**config.mk**
```make
export PLATFORM = sky130hd
export DESIGN_NAME = param_memory_flat
export DESIGN_NICKNAME = d
export VERILOG_FILES = /design/src/rtl/param_memory_if.sv /design/src/rtl/param_memory.sv /design/src/flat_wrapper.sv
export SDC_FILE = /design/constraint.sdc
export NUM_CORES = 2
export LEC_CHECK = 0
export CAP_MARGIN = 10
export CORE_ASPECT_RATIO = 1.2
export CORE_MARGIN = 1
export CORE_UTILIZATION = 41
export DETAILED_ROUTE_END_ITERATION = 10
export DONT_BUFFER_PORTS = 1
export GPL_ROUTABILITY_DRIVEN = 0
export SETUP_SLACK_MARGIN = 0.02
export SYNTH_ARGS = -nofsm -noshare
export SYNTH_HDL_FRONTEND = slang
export SYNTH_SLANG_ARGS = --single-unit
```
**constraint.sdc**
```tcl
create_clock -name i_clk -period 4.4 [get_ports i_clk]
set_input_delay 0.44 -clock i_clk [delete_from_list [all_inputs] [get_ports i_clk]]
set_output_delay 0.44 -clock i_clk [all_outputs]
set_load 0.01 [all_outputs]
```
**src/rtl/param_memory_if.sv**
```systemverilog
// Request/response bundle between the control unit and param_memory.
// The memory takes the slave side; the control unit (or bench) drives the master side.
interface param_memory_if #(
   parameter int DATA_W = 18,
   parameter int ADDR_W = 13
);
   logic              re_en;
   logic              wr_en;
   logic [ADDR_W-1:0] address;
   logic [DATA_W-1:0] inD;
   logic [DATA_W-1:0] outD;
   logic              rd_valid;
   logic              ready;
   logic              err;

   modport master (
      output re_en, wr_en, address, inD,
      input  outD, rd_valid, ready, err
   );

   modport slave (
      input  re_en, wr_en, address, inD,
      output outD, rd_valid, ready, err
   );
endinterface

```
**src/rtl/param_memory.sv**
```systemverilog
// Parametrised single-port data/program store with a post-reset clearing sweep,
// 1- or 2-clock read latency with a read-valid strobe, and an illegal-request flag.
module param_memory #(
   parameter int                DATA_W   = 18,
   parameter int                ADDR_W   = 13,
   parameter int                DEPTH    = 128,
   parameter int                READ_LAT = 1,
   parameter logic [DATA_W-1:0] INIT_VAL = {DATA_W{1'b0}}
) (
   input  logic          i_clk,
   input  logic          i_rst,
   param_memory_if.slave bus
);

   localparam int                IDX_W    = (DEPTH > 1) ? $clog2(DEPTH) : 1;
   localparam logic [ADDR_W:0]   DEPTH_C  = (ADDR_W + 1)'(DEPTH);
   localparam logic [IDX_W-1:0]  LAST_IDX = IDX_W'(DEPTH - 1);

   typedef enum logic [0:0] {
      ST_INIT = 1'b0,
      ST_RUN  = 1'b1
   } state_t;

   state_t            r_state;
   state_t            w_state_nxt;
   logic [IDX_W-1:0]  r_init_cnt;
   logic [IDX_W-1:0]  w_init_cnt_nxt;
   logic              r_ready;
   logic              r_rd_valid;
   logic              r_err;
   logic [DATA_W-1:0] r_outD;
   logic [DATA_W-1:0] r_mem [DEPTH];

   logic              w_in_range;
   logic [IDX_W-1:0]  w_idx;
   logic              w_mem_we;
   logic [IDX_W-1:0]  w_mem_waddr;
   logic [DATA_W-1:0] w_mem_wdata;
   logic              w_rd_acc;
   logic [DATA_W-1:0] w_rd_data;
   logic              w_err_nxt;
   logic              w_fin_vld;
   logic [DATA_W-1:0] w_fin_data;

   // Upper address bits only take part in the range check, never in indexing.
   assign w_in_range = ({1'b0, bus.address} < DEPTH_C);
   assign w_idx      = bus.address[IDX_W-1:0];

   // Next-state, single write port selection and request decode.
   always_comb begin
      w_state_nxt    = r_state;
      w_init_cnt_nxt = r_init_cnt;
      w_mem_we       = 1'b0;
      w_mem_waddr    = r_init_cnt;
      w_mem_wdata    = INIT_VAL;
      w_rd_acc       = 1'b0;
      w_err_nxt      = 1'b0;
      if (i_rst) begin
         w_state_nxt    = ST_INIT;
         w_init_cnt_nxt = {IDX_W{1'b0}};
      end else begin
         case (r_state)
            ST_INIT: begin
               w_mem_we  = 1'b1;
               w_err_nxt = bus.re_en | bus.wr_en;
               if (r_init_cnt == LAST_IDX) begin
                  w_state_nxt    = ST_RUN;
                  w_init_cnt_nxt = {IDX_W{1'b0}};
               end else begin
                  w_init_cnt_nxt = r_init_cnt + IDX_W'(1'b1);
               end
            end
            ST_RUN: begin
               if (bus.re_en && bus.wr_en) begin
                  w_err_nxt = 1'b1;
               end else if (bus.re_en) begin
                  // Out-of-range reads still complete, returning zero data.
                  w_rd_acc  = 1'b1;
                  w_err_nxt = ~w_in_range;
               end else if (bus.wr_en) begin
                  if (w_in_range) begin
                     w_mem_we    = 1'b1;
                     w_mem_waddr = w_idx;
                     w_mem_wdata = bus.inD;
                  end else begin
                     w_err_nxt = 1'b1;
                  end
               end else begin
                  w_err_nxt = 1'b0;
               end
            end
            default: begin
               w_state_nxt    = ST_INIT;
               w_init_cnt_nxt = {IDX_W{1'b0}};
            end
         endcase
      end
   end

   // Array lookup for the read accepted at this edge.
   always_comb begin
      w_rd_data = {DATA_W{1'b0}};
      if (w_in_range) begin
         w_rd_data = r_mem[w_idx];
      end else begin
         w_rd_data = {DATA_W{1'b0}};
      end
   end

   // FSM state, sweep counter and ready flag.
   always_ff @(posedge i_clk) begin
      if (i_rst) begin
         r_state    <= ST_INIT;
         r_init_cnt <= {IDX_W{1'b0}};
         r_ready    <= 1'b0;
      end else begin
         r_state    <= w_state_nxt;
         r_init_cnt <= w_init_cnt_nxt;
         r_ready    <= (w_state_nxt == ST_RUN);
      end
   end

   // Storage array; the sweep and normal writes share the one write port.
   always_ff @(posedge i_clk) begin
      if (w_mem_we) begin
         r_mem[w_mem_waddr] <= w_mem_wdata;
      end
   end

   generate
      if (READ_LAT == 2) begin : g_lat2
         logic              r_p_vld;
         logic [DATA_W-1:0] r_p_data;

         // Extra pipeline stage for two-clock read latency.
         always_ff @(posedge i_clk) begin
            if (i_rst) begin
               r_p_vld  <= 1'b0;
               r_p_data <= {DATA_W{1'b0}};
            end else begin
               r_p_vld  <= w_rd_acc;
               r_p_data <= w_rd_data;
            end
         end

         assign w_fin_vld  = r_p_vld;
         assign w_fin_data = r_p_data;
      end else begin : g_lat1
         assign w_fin_vld  = w_rd_acc;
         assign w_fin_data = w_rd_data;
      end
   endgenerate

   // Response registers; outD only moves when a read completes.
   always_ff @(posedge i_clk) begin
      if (i_rst) begin
         r_rd_valid <= 1'b0;
         r_err      <= 1'b0;
         r_outD     <= {DATA_W{1'b0}};
      end else begin
         r_rd_valid <= w_fin_vld;
         r_err      <= w_err_nxt;
         if (w_fin_vld) begin
            r_outD <= w_fin_data;
         end
      end
   end

   assign bus.outD     = r_outD;
   assign bus.rd_valid = r_rd_valid;
   assign bus.ready    = r_ready;
   assign bus.err      = r_err;

endmodule

```
**src/flat_wrapper.sv**
```systemverilog
// flat-port wrapper written by rule: the top's interface ports become plain ports
module param_memory_flat 
#(
   parameter int                DATA_W   = 18,
   parameter int                ADDR_W   = 13,
   parameter int                DEPTH    = 128,
   parameter int                READ_LAT = 1,
   parameter logic [DATA_W-1:0] INIT_VAL = {DATA_W{1'b0}}
)
  (i_clk, i_rst, bus_re_en, bus_wr_en, bus_address, bus_inD, bus_outD, bus_rd_valid, bus_ready, bus_err);
  param_memory_if #(.DATA_W(DATA_W), .ADDR_W(ADDR_W)) bus_i ();
  input  logic i_clk;
  input  logic i_rst;
  input wire logic [$bits(bus_i.re_en)-1:0] bus_re_en;
  input wire logic [$bits(bus_i.wr_en)-1:0] bus_wr_en;
  input wire logic [$bits(bus_i.address)-1:0] bus_address;
  input wire logic [$bits(bus_i.inD)-1:0] bus_inD;
  output wire logic [$bits(bus_i.outD)-1:0] bus_outD;
  output wire logic [$bits(bus_i.rd_valid)-1:0] bus_rd_valid;
  output wire logic [$bits(bus_i.ready)-1:0] bus_ready;
  output wire logic [$bits(bus_i.err)-1:0] bus_err;
  assign bus_i.re_en = bus_re_en;
  assign bus_i.wr_en = bus_wr_en;
  assign bus_i.address = bus_address;
  assign bus_i.inD = bus_inD;
  assign bus_outD = bus_i.outD;
  assign bus_rd_valid = bus_i.rd_valid;
  assign bus_ready = bus_i.ready;
  assign bus_err = bus_i.err;
  param_memory #(.DATA_W(DATA_W), .ADDR_W(ADDR_W), .DEPTH(DEPTH), .READ_LAT(READ_LAT), .INIT_VAL(INIT_VAL)) u_core (.i_clk(i_clk), .i_rst(i_rst), .bus(bus_i));
endmodule
```
==> flow_summary.html <==
<table>
<tr><th>Metric</th><th>Value</th></tr>
<tr><th colspan="2">Power and ir drop</th></tr>
<tr><td>Sw power</td><td>0.008907 W</td></tr>
<tr><td>Sw Ratio</td><td>0.1998</td></tr>
<tr><td>Power density over the cells</td><td>436.0 nW/µm²</td></tr>
<tr><td>Internal power contribution</td><td>0.03568 W</td></tr>
<tr><td>Leakage component of the power</td><td>38.15 nW</td></tr>
<tr><td>Combinational Power Share</td><td>0.023</td></tr>
<tr><td>Share of total power in sequential cells</td><td>0.540</td></tr>
<tr><td>Pwr Total</td><td>0.04458 W</td></tr>
<tr><td>Share of power burned in the clock network</td><td>0.437</td></tr>
<tr><td>Highest ir drop seen on vdd</td><td>0.3444 mV</td></tr>
<tr><th colspan="2">STA</th></tr>
<tr><td>Max-Slew Margin vs Limit</td><td>-0.01149</td></tr>
<tr><td>Max-slew violations</td><td>22</td></tr>
<tr><td>Post-layout min period</td><td>3.793 ns</td></tr>
<tr><td>Post-Route Skew</td><td>0.05400 ns</td></tr>
<tr><td>Upper clock frequency limit</td><td>263.6 MHz</td></tr>
<tr><td>Final worst-path cycle share</td><td>0.8621</td></tr>
<tr><td>Number of hold-slack violations in the final timing report</td><td>0</td></tr>
<tr><td>Setup repair after global routing missed its margin</td><td>false</td></tr>
<tr><td>Count of endpoints failing setup in the final report</td><td>0</td></tr>
<tr><td>Worst-margin pin slew</td><td>1.517 ns</td></tr>
<tr><th colspan="2">Outcome</th></tr>
<tr><td>Failing checks</td><td>max-slew violations</td></tr>
<tr><td>Result of the run</td><td>finished, violations left</td></tr>
<tr><th colspan="2">Layout</th></tr>
<tr><td>Layout-stage area growth over the synthesis result</td><td>14.31%</td></tr>
<tr><td>Proportion of layout cells with a drive suffix above 1</td><td>0.2436</td></tr>
<tr><td>Count of nets after finishing</td><td>4,640</td></tr>
<tr><td>Fillers</td><td>17,710</td></tr>
<tr><td>Utilization after layout</td><td>0.4719</td></tr>
<tr><th colspan="2">Worst setup path</th></tr>
<tr><td>Setup crit end kind</td><td>flip-flop</td></tr>
<tr><td>Data arrival, critical path</td><td>4.56 ns</td></tr>
<tr><td>Launching element type of the critical path</td><td>primary input</td></tr>
<tr><td>Path type of the worst setup path</td><td>primary input to flip-flop</td></tr>
<tr><td>Cell repeated most along the worst path</td><td>sky130_fd_sc_hd__buf_16</td></tr>
<tr><td>Largest stage delay on the critical path</td><td>0.67 ns</td></tr>
<tr><td>Launch instance of the worst register-to-register path</td><td>u_core.r_state</td></tr>
<tr><td>Worst setup path startpoint</td><td>bus_address[0]</td></tr>
<tr><td>List of cells traversed by the critical path</td><td>buf_16, buf_16, buf_16, buf_16, mux2i_1, o22ai_1, nor4_1, buf_4, a2bb2oi_1, o21ai_0, or4_1</td></tr>
<tr><td>Required time of the critical path</td><td>5.17 ns</td></tr>
<tr><td>Maximum net fanout on the critical path</td><td>105</td></tr>
<tr><td>Standard cell with the maximum stage delay on the critical path</td><td>sky130_fd_sc_hd__nor4_1</td></tr>
<tr><th colspan="2">Clocking</th></tr>
<tr><td>Clk sinks</td><td>2,332</td></tr>
<tr><td>Clock slew seen by the registers of the worst setup and hold paths</td><td>0.07 ns</td></tr>
<tr><td>Num CTS Buffers</td><td>224</td></tr>
<tr><td>H-tree depth</td><td>4</td></tr>
<tr><td>CTS tree</td><td>yes</td></tr>
<tr><td>Buffer cell driving the clock tree root</td><td>sky130_fd_sc_hd__clkbuf_16</td></tr>
<tr><td>Clock latency reported for the late side of the worst-skew pair</td><td>0.89 ns</td></tr>
<tr><td>Setup bufs post-CTS</td><td>0</td></tr>
<tr><td>CTS Buffer Depth</td><td>3</td></tr>
<tr><th colspan="2">Yosys</th></tr>
<tr><td>Average size of a mapped cell</td><td>20.83 µm²</td></tr>
<tr><td>Number of flip-flops and latches in the synthesized netlist</td><td>2,332</td></tr>
<tr><td>Number of distinct library cells after synthesis</td><td>59</td></tr>
<tr><td>Synth top cells by count</td><td>sky130_fd_sc_hd__edfxtp_1 (2,304), sky130_fd_sc_hd__mux4_2 (410), sky130_fd_sc_hd__mux2i_1 (362), sky130_fd_sc_hd__nor2_1 (171), sky130_fd_sc_hd__a22oi_1 (159)</td></tr>
<tr><td>Post-synth EDFFs</td><td>2,304</td></tr>
<tr><td>Portion of the post-synthesis area used by sequential elements</td><td>0.7797</td></tr>
<tr><td>Leading cell type by number of instances after synthesis</td><td>sky130_fd_sc_hd__edfxtp_1</td></tr>
<tr><td>Synth Net Count</td><td>4,331</td></tr>
<tr><td>Synthesized instance count</td><td>4,295</td></tr>
<tr><td>Cell taking the most area after synthesis</td><td>sky130_fd_sc_hd__edfxtp_1</td></tr>
<tr><td>Top cell type's share of synthesized area</td><td>0.7735</td></tr>
<tr><td>Number of warnings reported in the yosys synthesis log</td><td>0</td></tr>
<tr><td>Summed instance area of the synthesized netlist</td><td>89,450 µm²</td></tr>
<tr><td>Largest cells by area after synthesis</td><td>sky130_fd_sc_hd__edfxtp_1 (77%), sky130_fd_sc_hd__mux4_2 (10%), sky130_fd_sc_hd__mux2i_1 (4.1%)</td></tr>
<tr><td>Async SR Flop Fraction</td><td>0</td></tr>
<tr><td>Most used flip-flop cell after synthesis</td><td>sky130_fd_sc_hd__edfxtp_1</td></tr>
<tr><th colspan="2">Floorplan</th></tr>
<tr><td>Starting density of the core</td><td>0.4129</td></tr>
<tr><td>Vertical die dimension</td><td>513.7 µm</td></tr>
<tr><td>Width of the chip</td><td>428.4 µm</td></tr>
<tr><td>Die outline area</td><td>220,000 µm²</td></tr>
<tr><td>Top Ports</td><td>56</td></tr>
<tr><td>Standard-cell row count</td><td>187</td></tr>
<tr><td>Area of the core region</td><td>216,700 µm²</td></tr>
<tr><th colspan="2">Global route</th></tr>
<tr><td>Met1 capacity usage during global routing</td><td>0.2755</td></tr>
<tr><td>Global-route wire length before repair</td><td>332.4 mm</td></tr>
<tr><td>Most crowded layer after global routing</td><td>met2</td></tr>
<tr><td>Initial antenna violation count</td><td>5</td></tr>
<tr><td>Met2 track demand over resource in global routing</td><td>0.3525</td></tr>
<tr><td>Vias in the first global route</td><td>44,610</td></tr>
<tr><td>Global routing met3 resource utilization</td><td>0.03136</td></tr>
<tr><td>Maximum number of pins on one net before global-route repair</td><td>335</td></tr>
<tr><td>Tot GR Track Use</td><td>0.2115</td></tr>
<tr><td>GRT overflow</td><td>0</td></tr>
<tr><th colspan="2">Routing</th></tr>
<tr><td>Vias</td><td>44,660</td></tr>
<tr><td>Final WL</td><td>236.4 mm</td></tr>
<tr><td>Per-cell routed wire length</td><td>31.00 µm</td></tr>
<tr><td>First-iteration detailed-routing DRC count</td><td>5,172</td></tr>
<tr><td>Final ANT Viol Nets</td><td>0</td></tr>
<tr><td>DR DRC count</td><td>0</td></tr>
<tr><td>Iteration count of the initial detailed-routing pass</td><td>5</td></tr>
<tr><td>Vias/cell</td><td>5.856</td></tr>
<tr><th colspan="2">Min path</th></tr>
<tr><td>Kind of path behind the tightest hold check</td><td>primary input to flip-flop</td></tr>
<tr><td>Min-delay src</td><td>bus_inD[0]</td></tr>
<tr><th colspan="2">Run</th></tr>
<tr><td>Max-cap violations</td><td>0</td></tr>
<tr><th colspan="2">Place</th></tr>
<tr><td>Input/output buffers</td><td>0</td></tr>
<tr><td>HPWL after detailed placement</td><td>139.2 mm</td></tr>
</table>
-- cell type report --
| type | count | area (µm²) | area share |
|---|---|---|---|
| flip-flops and latches | 2332 | 69750 | 0.6821 |
| multi-input cells | 1722 | 18750 | 0.1834 |
| clock buffers | 276 | 5904 | 0.05774 |
| well taps | 2835 | 3547 | 0.03469 |
| repair buffers | 318 | 2784 | 0.02723 |
| clock inverters | 133 | 1484 | 0.01451 |
| inverters | 6 | 22.52 | 0.0002203 |
| diodes | 4 | 10.01 | 0.00009789 |
-- power groups by stage --
stage	registers [W]	clock network (W)	logic, W
2_1_floorplan	0.0246	0	0.000758
3_3_place_gp	0.0246	0	0.00101
3_5_place_dp	0.0246	0	0.00101
4_1_cts	0.0241	0.0197	0.00103
5_1_grt	0.0241	0.0205	0.00107
6_report	0.0241	0.0195	0.00103
-- through the flow --
step / instances / hold slack, ns / cell area (µm²) / TNS [ns] / worst slack (ns)
2_1_floorplan: 4295 / 0.5095 / 89450 / 0 / 0.4631
3_3_place_gp: 7199 / 0.5138 / 94660 / -7.178 / -1.100
3_5_place_dp: 7203 / 0.5153 / 94720 / -9.884 / -1.184
4_1_cts: 7620 / 0.005284 / 102200 / 0 / 0.1019
5_1_grt: 7623 / 0.04546 / 102200 / 0 / 0.3026
6_report: 7626 / 0.06467 / 102300 / 0 / 0.6069
-- metal layers --
layer,part of all wire,wire length (µm)
met1,0.39,93110
met2,0.50,117900
met3,0.063,14860
met4,0.045,10540
met5,0,0
-- state kept, by name, indices dropped and copies added, names as in the netlist --
register,flops
u_core.bus.err,1
u_core.bus.outD,18
u_core.bus.rd_valid,1
u_core.r_init_cnt,7
u_core.r_mem,2304
u_core.r_state,1
-- final timing paths --
| path | to | slack [ns] | cells past startpoint |
|---|---|---|---|
| worst min-delay path | u_core.r_mem[46][0] | 0.06 | 1 |
| worst min register to register | u_core.r_init_cnt[6] | 0.60 | 2 |
| worst max register to register | u_core.bus.outD[13] | 0.73 | 7 |
| worst max-delay path | u_core.bus.outD[2] | 0.61 | 11 |
-- worst max-delay path, delay by kind of cell --
family | cells | cell delay [ns]
buffers and inverters | 5 | 2.03
multiplexers | 1 | 0.25
AO/OA/AOI/OAI | 3 | 0.35
AND/OR/NAND/NOR | 2 | 1.20
-- placed cells by master (no fill, tap or decap), types with 41 or more instances in the layout --
master	count
sky130_fd_sc_hd__a22oi_1	159
sky130_fd_sc_hd__clkinv_2	41
sky130_fd_sc_hd__buf_4	285
sky130_fd_sc_hd__clkbuf_16	228
sky130_fd_sc_hd__mux2i_1	362
sky130_fd_sc_hd__clkinv_1	44
sky130_fd_sc_hd__nor2_1	95
sky130_fd_sc_hd__nand2_1	150
sky130_fd_sc_hd__nor2_2	75
sky130_fd_sc_hd__o21ai_0	42
sky130_fd_sc_hd__edfxtp_1	2304
sky130_fd_sc_hd__mux4_2	410
sky130_fd_sc_hd__o22ai_1	107
sky130_fd_sc_hd__clkbuf_1	45
-- logic make-up after synthesis --
group / after synthesis / synth area share
xor+xnor: 3 / 0.0002938
fa+ha+maj: 1 / 0.0001399
flops: 2332 / 0.7797
compound gates: 467 / 0.03679
mux: 781 / 0.1449
buf+inv: 241 / 0.01430
simple gates: 470 / 0.02386
-- repair_timing --
action                                  in CTS  in global routing
hold buffers                                 7                  0
gates resized for setup                      0                  0
endpoints found under the hold margin       24                  0
endpoints found under the setup margin       1                  1
cloned                                       1                  1
Note: power is estimated with default switching activity, not from simulation.
